### config.mk
export PLATFORM = sky130hd
export DESIGN_NAME = fb_write_arbiter
export DESIGN_NICKNAME = d
export VERILOG_FILES = /design/src/rtl/fb_write_arbiter.sv
export SDC_FILE = /design/constraint.sdc
export NUM_CORES = 1
export LEC_CHECK = 0
export CAP_MARGIN = 0
export CORE_ASPECT_RATIO = 0.9
export CORE_UTILIZATION = 45
export DETAILED_ROUTE_END_ITERATION = 6
export PLACE_DENSITY = 0.67
export SLEW_MARGIN = 10
export SYNTH_ARGS = -nofsm -noshare
export SYNTH_HDL_FRONTEND = slang
export SYNTH_SLANG_ARGS = --single-unit
### constraint.sdc
create_clock -name clk -period 2.6 [get_ports clk]
set_input_delay 0.52 -clock clk [delete_from_list [all_inputs] [get_ports clk]]
set_output_delay 0.52 -clock clk [all_outputs]
set_load 0.02 [all_outputs]
### src/rtl/fb_write_arbiter.sv
// fb_write_arbiter: merges accelerator (XL) pixel writes with buffered CPU
// pixel writes onto one registered frame-buffer write port. XL always wins;
// CPU writes wait in a small FIFO and drain on XL-idle cycles.
// Optional build macro FB_ADDR_CHECK_EN drops out-of-range writes and counts
// them on oob_count.
module fb_write_arbiter #(
    parameter int mem_width      = 1,
    parameter int mem_depth      = 786432,
    parameter int mem_addr_width = $clog2(mem_depth),
    parameter int fifo_depth     = 8
) (
    input  logic                      clk,
    input  logic                      rst_n,
    input  logic                      XL_wr_en,
    input  logic [mem_width-1:0]      XL_wr_data,
    input  logic [mem_addr_width-1:0] XL_wr_addr,
    input  logic                      cpu_wr_valid,
    output logic                      cpu_wr_ready,
    input  logic [mem_width-1:0]      cpu_wr_data,
    input  logic [mem_addr_width-1:0] cpu_wr_addr,
    output logic                      fb_wr_en,
    output logic [mem_width-1:0]      fb_wr_data,
    output logic [mem_addr_width-1:0] fb_wr_addr,
    output logic                      idle
`ifdef FB_ADDR_CHECK_EN
    ,
    output logic [15:0]               oob_count
`endif
);

    localparam int PTR_W = $clog2(fifo_depth);
    localparam int CNT_W = PTR_W + 1;
    localparam logic [CNT_W-1:0] FULL = CNT_W'(fifo_depth);

    // FIFO storage carries no reset: only pointers/count define validity.
    logic [mem_width-1:0]      data_mem_q [fifo_depth];
    logic [mem_addr_width-1:0] addr_mem_q [fifo_depth];

    logic [PTR_W-1:0] wr_ptr_q, wr_ptr_d;
    logic [PTR_W-1:0] rd_ptr_q, rd_ptr_d;
    logic [CNT_W-1:0] count_q,  count_d;

    logic                      fb_en_q,   fb_en_d;
    logic [mem_width-1:0]      fb_data_q, fb_data_d;
    logic [mem_addr_width-1:0] fb_addr_q, fb_addr_d;

    logic                      push, pop;
    logic                      sel_vld;
    logic [mem_width-1:0]      sel_data;
    logic [mem_addr_width-1:0] sel_addr;

    // Ready depends only on the registered count, so a pop cannot free a
    // slot for a push in the same cycle; held low during reset.
    assign cpu_wr_ready = rst_n && (count_q != FULL);
    assign push         = cpu_wr_valid && cpu_wr_ready;
    assign pop          = !XL_wr_en && (count_q != '0);

    // Arbitration source select: XL has no backpressure and always wins.
    always_comb begin
        sel_vld  = 1'b0;
        sel_data = fb_data_q;
        sel_addr = fb_addr_q;
        if (XL_wr_en) begin
            sel_vld  = 1'b1;
            sel_data = XL_wr_data;
            sel_addr = XL_wr_addr;
        end else if (pop) begin
            sel_vld  = 1'b1;
            sel_data = data_mem_q[rd_ptr_q];
            sel_addr = addr_mem_q[rd_ptr_q];
        end
    end

`ifdef FB_ADDR_CHECK_EN
    logic        in_range;
    logic        drop;
    logic [15:0] oob_q, oob_d;

    assign in_range = ({1'b0, sel_addr} < (mem_addr_width+1)'(mem_depth));
    assign drop     = sel_vld && !in_range;

    // Saturating count of writes dropped for an out-of-range address.
    always_comb begin
        oob_d = oob_q;
        if (drop && (oob_q != 16'hFFFF)) begin
            oob_d = oob_q + 16'd1;
        end
    end

    // Out-of-range counter register.
    always_ff @(posedge clk or negedge rst_n) begin
        if (!rst_n) begin
            oob_q <= '0;
        end else begin
            oob_q <= oob_d;
        end
    end

    assign oob_count = oob_q;
`else
    logic in_range;
    assign in_range = 1'b1;
`endif

    // Output next-state: data/address hold their last values on idle slots.
    always_comb begin
        fb_en_d   = sel_vld && in_range;
        fb_data_d = fb_data_q;
        fb_addr_d = fb_addr_q;
        if (fb_en_d) begin
            fb_data_d = sel_data;
            fb_addr_d = sel_addr;
        end
    end

    // FIFO pointer and occupancy next-state; pointers wrap modulo depth.
    always_comb begin
        wr_ptr_d = wr_ptr_q;
        rd_ptr_d = rd_ptr_q;
        count_d  = count_q;
        if (push) begin
            wr_ptr_d = wr_ptr_q + PTR_W'(1);
        end
        if (pop) begin
            rd_ptr_d = rd_ptr_q + PTR_W'(1);
        end
        case ({push, pop})
            2'b10:   count_d = count_q + CNT_W'(1);
            2'b01:   count_d = count_q - CNT_W'(1);
            default: count_d = count_q;
        endcase
    end

    // FIFO storage write on accepted CPU requests.
    always_ff @(posedge clk) begin
        if (push) begin
            data_mem_q[wr_ptr_q] <= cpu_wr_data;
            addr_mem_q[wr_ptr_q] <= cpu_wr_addr;
        end
    end

    // FIFO control registers; reset discards every buffered entry.
    always_ff @(posedge clk or negedge rst_n) begin
        if (!rst_n) begin
            wr_ptr_q <= '0;
            rd_ptr_q <= '0;
            count_q  <= '0;
        end else begin
            wr_ptr_q <= wr_ptr_d;
            rd_ptr_q <= rd_ptr_d;
            count_q  <= count_d;
        end
    end

    // Registered frame-buffer write port.
    always_ff @(posedge clk or negedge rst_n) begin
        if (!rst_n) begin
            fb_en_q   <= 1'b0;
            fb_data_q <= '0;
            fb_addr_q <= '0;
        end else begin
            fb_en_q   <= fb_en_d;
            fb_data_q <= fb_data_d;
            fb_addr_q <= fb_addr_d;
        end
    end

    assign fb_wr_en   = fb_en_q;
    assign fb_wr_data = fb_data_q;
    assign fb_wr_addr = fb_addr_q;
    assign idle       = (count_q == '0) && !fb_en_q;

endmodule

* Word-level counts from Yosys, hierarchy flattened
Memory sizes are Yosys's and may differ from the RTL's.
Cells that the tools add are included.
** Storage, ports and cells
- Memories :: 2
- Bits in writable memories :: 168
- Input bits :: 46
- Register bits :: 32
- Word-level logic and storage cells :: 35
- Output and inout bits :: 24
** Memories
- addr_mem_q :: depth 8, width 20, read ports 1, clocked after Yosys merged registers in 0, wr ports 1, line 37 : logic [mem_addr_width-1:0] addr_mem_q [fifo_depth];
- data_mem_q :: depth 8, width 1, read ports 1, clocked after Yosys merged registers in 0, wr ports 1, line 36 : logic [mem_width-1:0] data_mem_q [fifo_depth];
** Cells by class
- Mux-type cells :: 9
- Reduce and logical (&&, ||, !) cells :: 11
- Eq/ne operators :: 3
- Add/subtract/negate cells :: 4
** Operators by type and width (count)
- $mux 20 :: 2
- $pmux 4 s2 :: 1
- $add 3x1->3 const B :: 2
- $mux 1 :: 6
- $add 4x1->4 const B :: 1
- $logic_and 1x1->1 :: 4
- $logic_not 4->1 :: 1
- $ne 4x4->1 const B :: 1
- $reduce_bool 2->1 :: 2
- $reduce_bool 4->1 :: 1
- $sub 4x1->4 const B :: 1
- $eq 2x1->1 const B :: 1
- $eq 2x2->1 const B :: 1
- $logic_not 1->1 :: 2
- $reduce_and 2->1 :: 1

* Depth between registers and ports, before layout
- Depth after elaboration :: 5
- Mapped depth :: 12
- Depth with buffers taken out :: 10

* Worst setup path after synthesis
OpenSTA, ideal clock, no wires.
- Path type :: register -> register
- From :: register count_q[3]
- To :: memory addr_mem_q[0][0] (netlist bit) (enable)
- Path slack :: -0.212 ns
- Stages on the path, launching flop included :: 6
- Arrival time :: 2.387 ns
- Required time :: 2.175 ns
- Library setup time :: 0.425 ns
- Buffers on the path :: 1
- Period minus slack after synthesis :: 2.812 ns
- Path through :: dfrtp_1 -> or4b_1 -> and3_1 -> buf_6 -> nand2b_1 -> nor3_1
** Between the ends
- Longest elaborated chain between the ends :: 5
** RTL lines
- from (decl) :: line 41 : logic [CNT_W-1:0] count_q, count_d;
- from (signal assigned) :: line 151 : count_q <= count_d;
- $ne 4x4->1 :: line 54 : assign cpu_wr_ready = rst_n && (count_q != FULL);
- $logic_and 1x1->1 :: line 54
- $logic_and 1x1->1 :: line 55 : assign push = cpu_wr_valid && cpu_wr_ready;
- $mux 1 :: line 136 : if (push) begin
- $mux 1 (not written as such) :: line 138 : addr_mem_q[wr_ptr_q] <= cpu_wr_addr;
- to (decl) :: line 37
No other way between the ends.

* Worst setup path after layout
- From :: register count_q[0]
- To :: register count_q[2]
** Between the ends
- Longest elaborated chain between the ends :: 5
- Elaborated cells between the ends (all ways) :: 11
- Classes of those cells :: 2 x add/sub; 3 x eq/ne; 1 x mux; 5 x reduce/logical
** RTL lines
- $ne 4x4->1 :: line 54
- $logic_and 1x1->1 :: line 54
- $logic_and 1x1->1 :: line 55
- $eq 2x1->1 / $eq 2x2->1 (equally long branches) :: line 127 : case ({push, pop})
- $pmux 4 s2 / $reduce_bool 2->1 (equally long branches)
Parallel ways exist; a longest one is shown, timed or not.
A chain may end at the register's enable or synchronous reset.

==> impl_metrics.csv <==
group,metric,value,unit
clock_tree,cts_root_buf,"clkbuf_16",
drt,drt_first_pass_iters,4,
die,die_y,126.0,µm
setup_path,crit_path_max_fanout,6,
drt,viasPerCell,5.575,
clock_tree,clockBufferDepth,2,
final_layout,fillers,1210,
timing,rsz0062_at_grt,"false",
setup_path,critical_path.startpoint_type,"flop",
die,initial_core_util,0.4686,
yosys,syn_nets,427,
die,core-area,16410,µm²
yosys,synth_cell_types,29,
clock_tree,htree_levels,4,
place,gp_congestion,0.7246,
setup_path,crit_required,2940,ps
final_layout,final_cell_mix,"edfxtp_1 (168), clkdlybuf4s50_1 (66), mux4_2 (42), dfrtp_1 (29), a21oi_1 (23)",
timing,timing.fmax,412.0,MHz
clock_tree,clock-sinks,200,
global_route,grt_pass1_wl,23.38,mm
yosys,synth_seq_area_share,0.7604,
drt,initialDrtViolationCount,307,
place,dp.cells,659,
clock_tree,numCtsBuffers,17,
timing,fin_ws,172.8,ps
timing,hold_viol,0,
global_route,grt_pass1_vias,4046,
drt,antenna_left,0,
drt,routedWlPerCell,21.68,µm
yosys,syn_area_per_cell,20.45,µm²
setup_path,reg2reg_slack,170,ps
place,dpl.hpwl,9.224,mm
global_route,grt_max_degree,45,
final_layout,final_cells,691,
setup_path,crit_arrival,2770,ps
clock_tree,cts_tree,"built",
timing,slew_viol_final,0,
final_layout,drive_above_1_share,0.2438,
clock_tree,clk_latency,440,ps
global_route,grt.total_usage,0.1838,
timing,fin_skew,12.16,ps
job,cap_viol_max_count,0,
final_layout,num-nets-final,522,
worst_hold_path,hp-class,"in -> async",
yosys,ys_warn_count,0,
drt,drt_wl_total,14.98,mm
setup_path,end_kind,"flop",
place,dp_slack,141.9,ps
die,pin_count,70,
die,num_rows,44,
timing,setup_viol,0,
yosys,syn_inst,376,
pwr,power.leakage,3.204,nW
timing,tightest_slew,587.7,ps
setup_path,crit_type,"reg -> reg",
timing,layout_min_cycle_time,2427,ps
die,dieArea,17610,µm²
global_route,antenna_found_initial,0,
timing,slew_headroom,0.6082,
die,die_x,139.8,µm
pwr,p_per_area,1005,nW/µm²
global_route,globalRouteOverflowTotal,0,
pwr,irDropWorstVdd,0.5366,mV
run_status,status,"finished, final reports clean",
timing,finalCritPeriodShare,0.9336,
yosys,synth-seq-cells,200,
yosys,netlist_area,7687,µm²
drt,drc_errors,0,
final_layout,antennaDiodeCount,0,
place,portBuffers,69,
final_layout,final_common_cell,"edfxtp_1",
drt,num_vias,3852,
clock_tree,clk_pin_slew_worst_paths,70,ps
timing,setup_tns,0,ps
final_layout,syn2layout_area_growth,23.05,%
==> metrics by stage <==
stage	hold WS (ps)	power (W)	area, µm²	utilization
floorplan	224.4	0.006047	7697	-
global placement	489.3	0.007004	8871	0.5407
detailed placement	507.9	0.007073	8871	0.5407
CTS	61.86	0.009611	9455	0.5763
global route	93.21	0.009932	9459	0.5766
finish	68.23	0.009507	9459	0.5766
==> cell families after synthesis <==
kind of cell    count (synthesis)  synth area share
compound gates                 46           0.03353
flops                         200            0.7604
mux                            66            0.1553
buf+inv                        23           0.01416
simple gates                   27           0.01823
xor+xnor                        9           0.01025
fa+ha+maj                       5          0.008138
==> report_power, final <==
group	internal, W	total (W)	switching (W)	leakage (nW)
sequential	0.00391	0.00426	0.000343	1.88
clock	0.00134	0.00254	0.00119	0.271
combinational	0.00143	0.00271	0.00129	1.06
total	0.00669	0.00951	0.00282	3.20
==> final cells by class <==
cell class              instances  area [µm²]  area share
inverters                       2       7.507   0.0007937
flip-flops and latches        200        5849      0.6184
well taps                     207       259.0     0.02738
repair buffers                 97       984.7      0.1041
multi-input cells             153        1788      0.1890
clock buffers                  18       429.2     0.04537
clock inverters                14       141.4     0.01495
==> Yosys cell counts (all sizes together) <==
cell,n,share of area
ha,5,0.0081
a21oi,23,0.015
xor2,5,0.0057
nand2,6,0.0029
dfrtp,32,0.10
and2,1,0.00081
edfxtp,168,0.66
nor4bb,1,0.0013
xnor2,4,0.0046
nor2b,1,0.00081
o22ai,22,0.018
clkbuf,9,0.0046
nor2,8,0.0039
mux2i,21,0.027
nand2b,4,0.0033
o21ai,1,0.00065
nor3,2,0.0013
and3,1,0.00081
nor3b,1,0.00098
or4b,1,0.0013
buf,12,0.0086
mux4,42,0.12
inv,2,0.00098
mux2,3,0.0049
nor4,1,0.00081
==> final timing paths <==
path,startpoint,endpoint,cells after the start
max,count_q[0]$_DFFE_PN0P_,count_q[2]$_DFFE_PN0P_,10
min,rst_n,rd_ptr_q[0]$_DFFE_PN0P_,2
max reg2reg,count_q[0]$_DFFE_PN0P_,count_q[2]$_DFFE_PN0P_,10
min reg2reg,wr_ptr_q[0]$_DFFE_PN0P_,wr_ptr_q[0]$_DFFE_PN0P_,1
max in group asynchronous,rst_n,rd_ptr_q[2]$_DFFE_PN0P_,2
min in group clk,wr_ptr_q[0]$_DFFE_PN0P_,wr_ptr_q[0]$_DFFE_PN0P_,1
==> metal layers <==
metal  wire length, µm  GRT usage  vias up  share of wire
met4               215    0.07046        0          0.014
met3               565    0.03574       16          0.038
met5                 0          0        -              0
li1                  -          -     1725              -
met1              6874     0.2568     2026           0.46
met2              7326     0.2885       85           0.49
==> flip-flops by register name (all words and copies together) (netlist names) <==
register    count
fb_wr_en        1
fb_wr_data      1
data_mem_q      8
wr_ptr_q        3
count_q         4
rd_ptr_q        3
fb_wr_addr     20
addr_mem_q    160
==> critical path, stage by stage (launching register included) <==
cell and delay (ps):
dfrtp_1 460, or4b_1 540, and3_1 230, inv_1 80, ha_1 190, xor2_1 160, ha_1 160, a21oi_1 50
xor2_1 150, nor2_1 130, xor2_1 190
==> timing repair <==
item | 4_1_cts | 5_1_grt
gates resized for setup | 3 | 2
buffers inserted | 0 | 0
hold endpoints to repair | 0 | 0
cloned | 0 | 0
endpoints found under the setup margin | 2 | 2
hold buffers | 0 | 0
(Power assumes the default switching activity.)
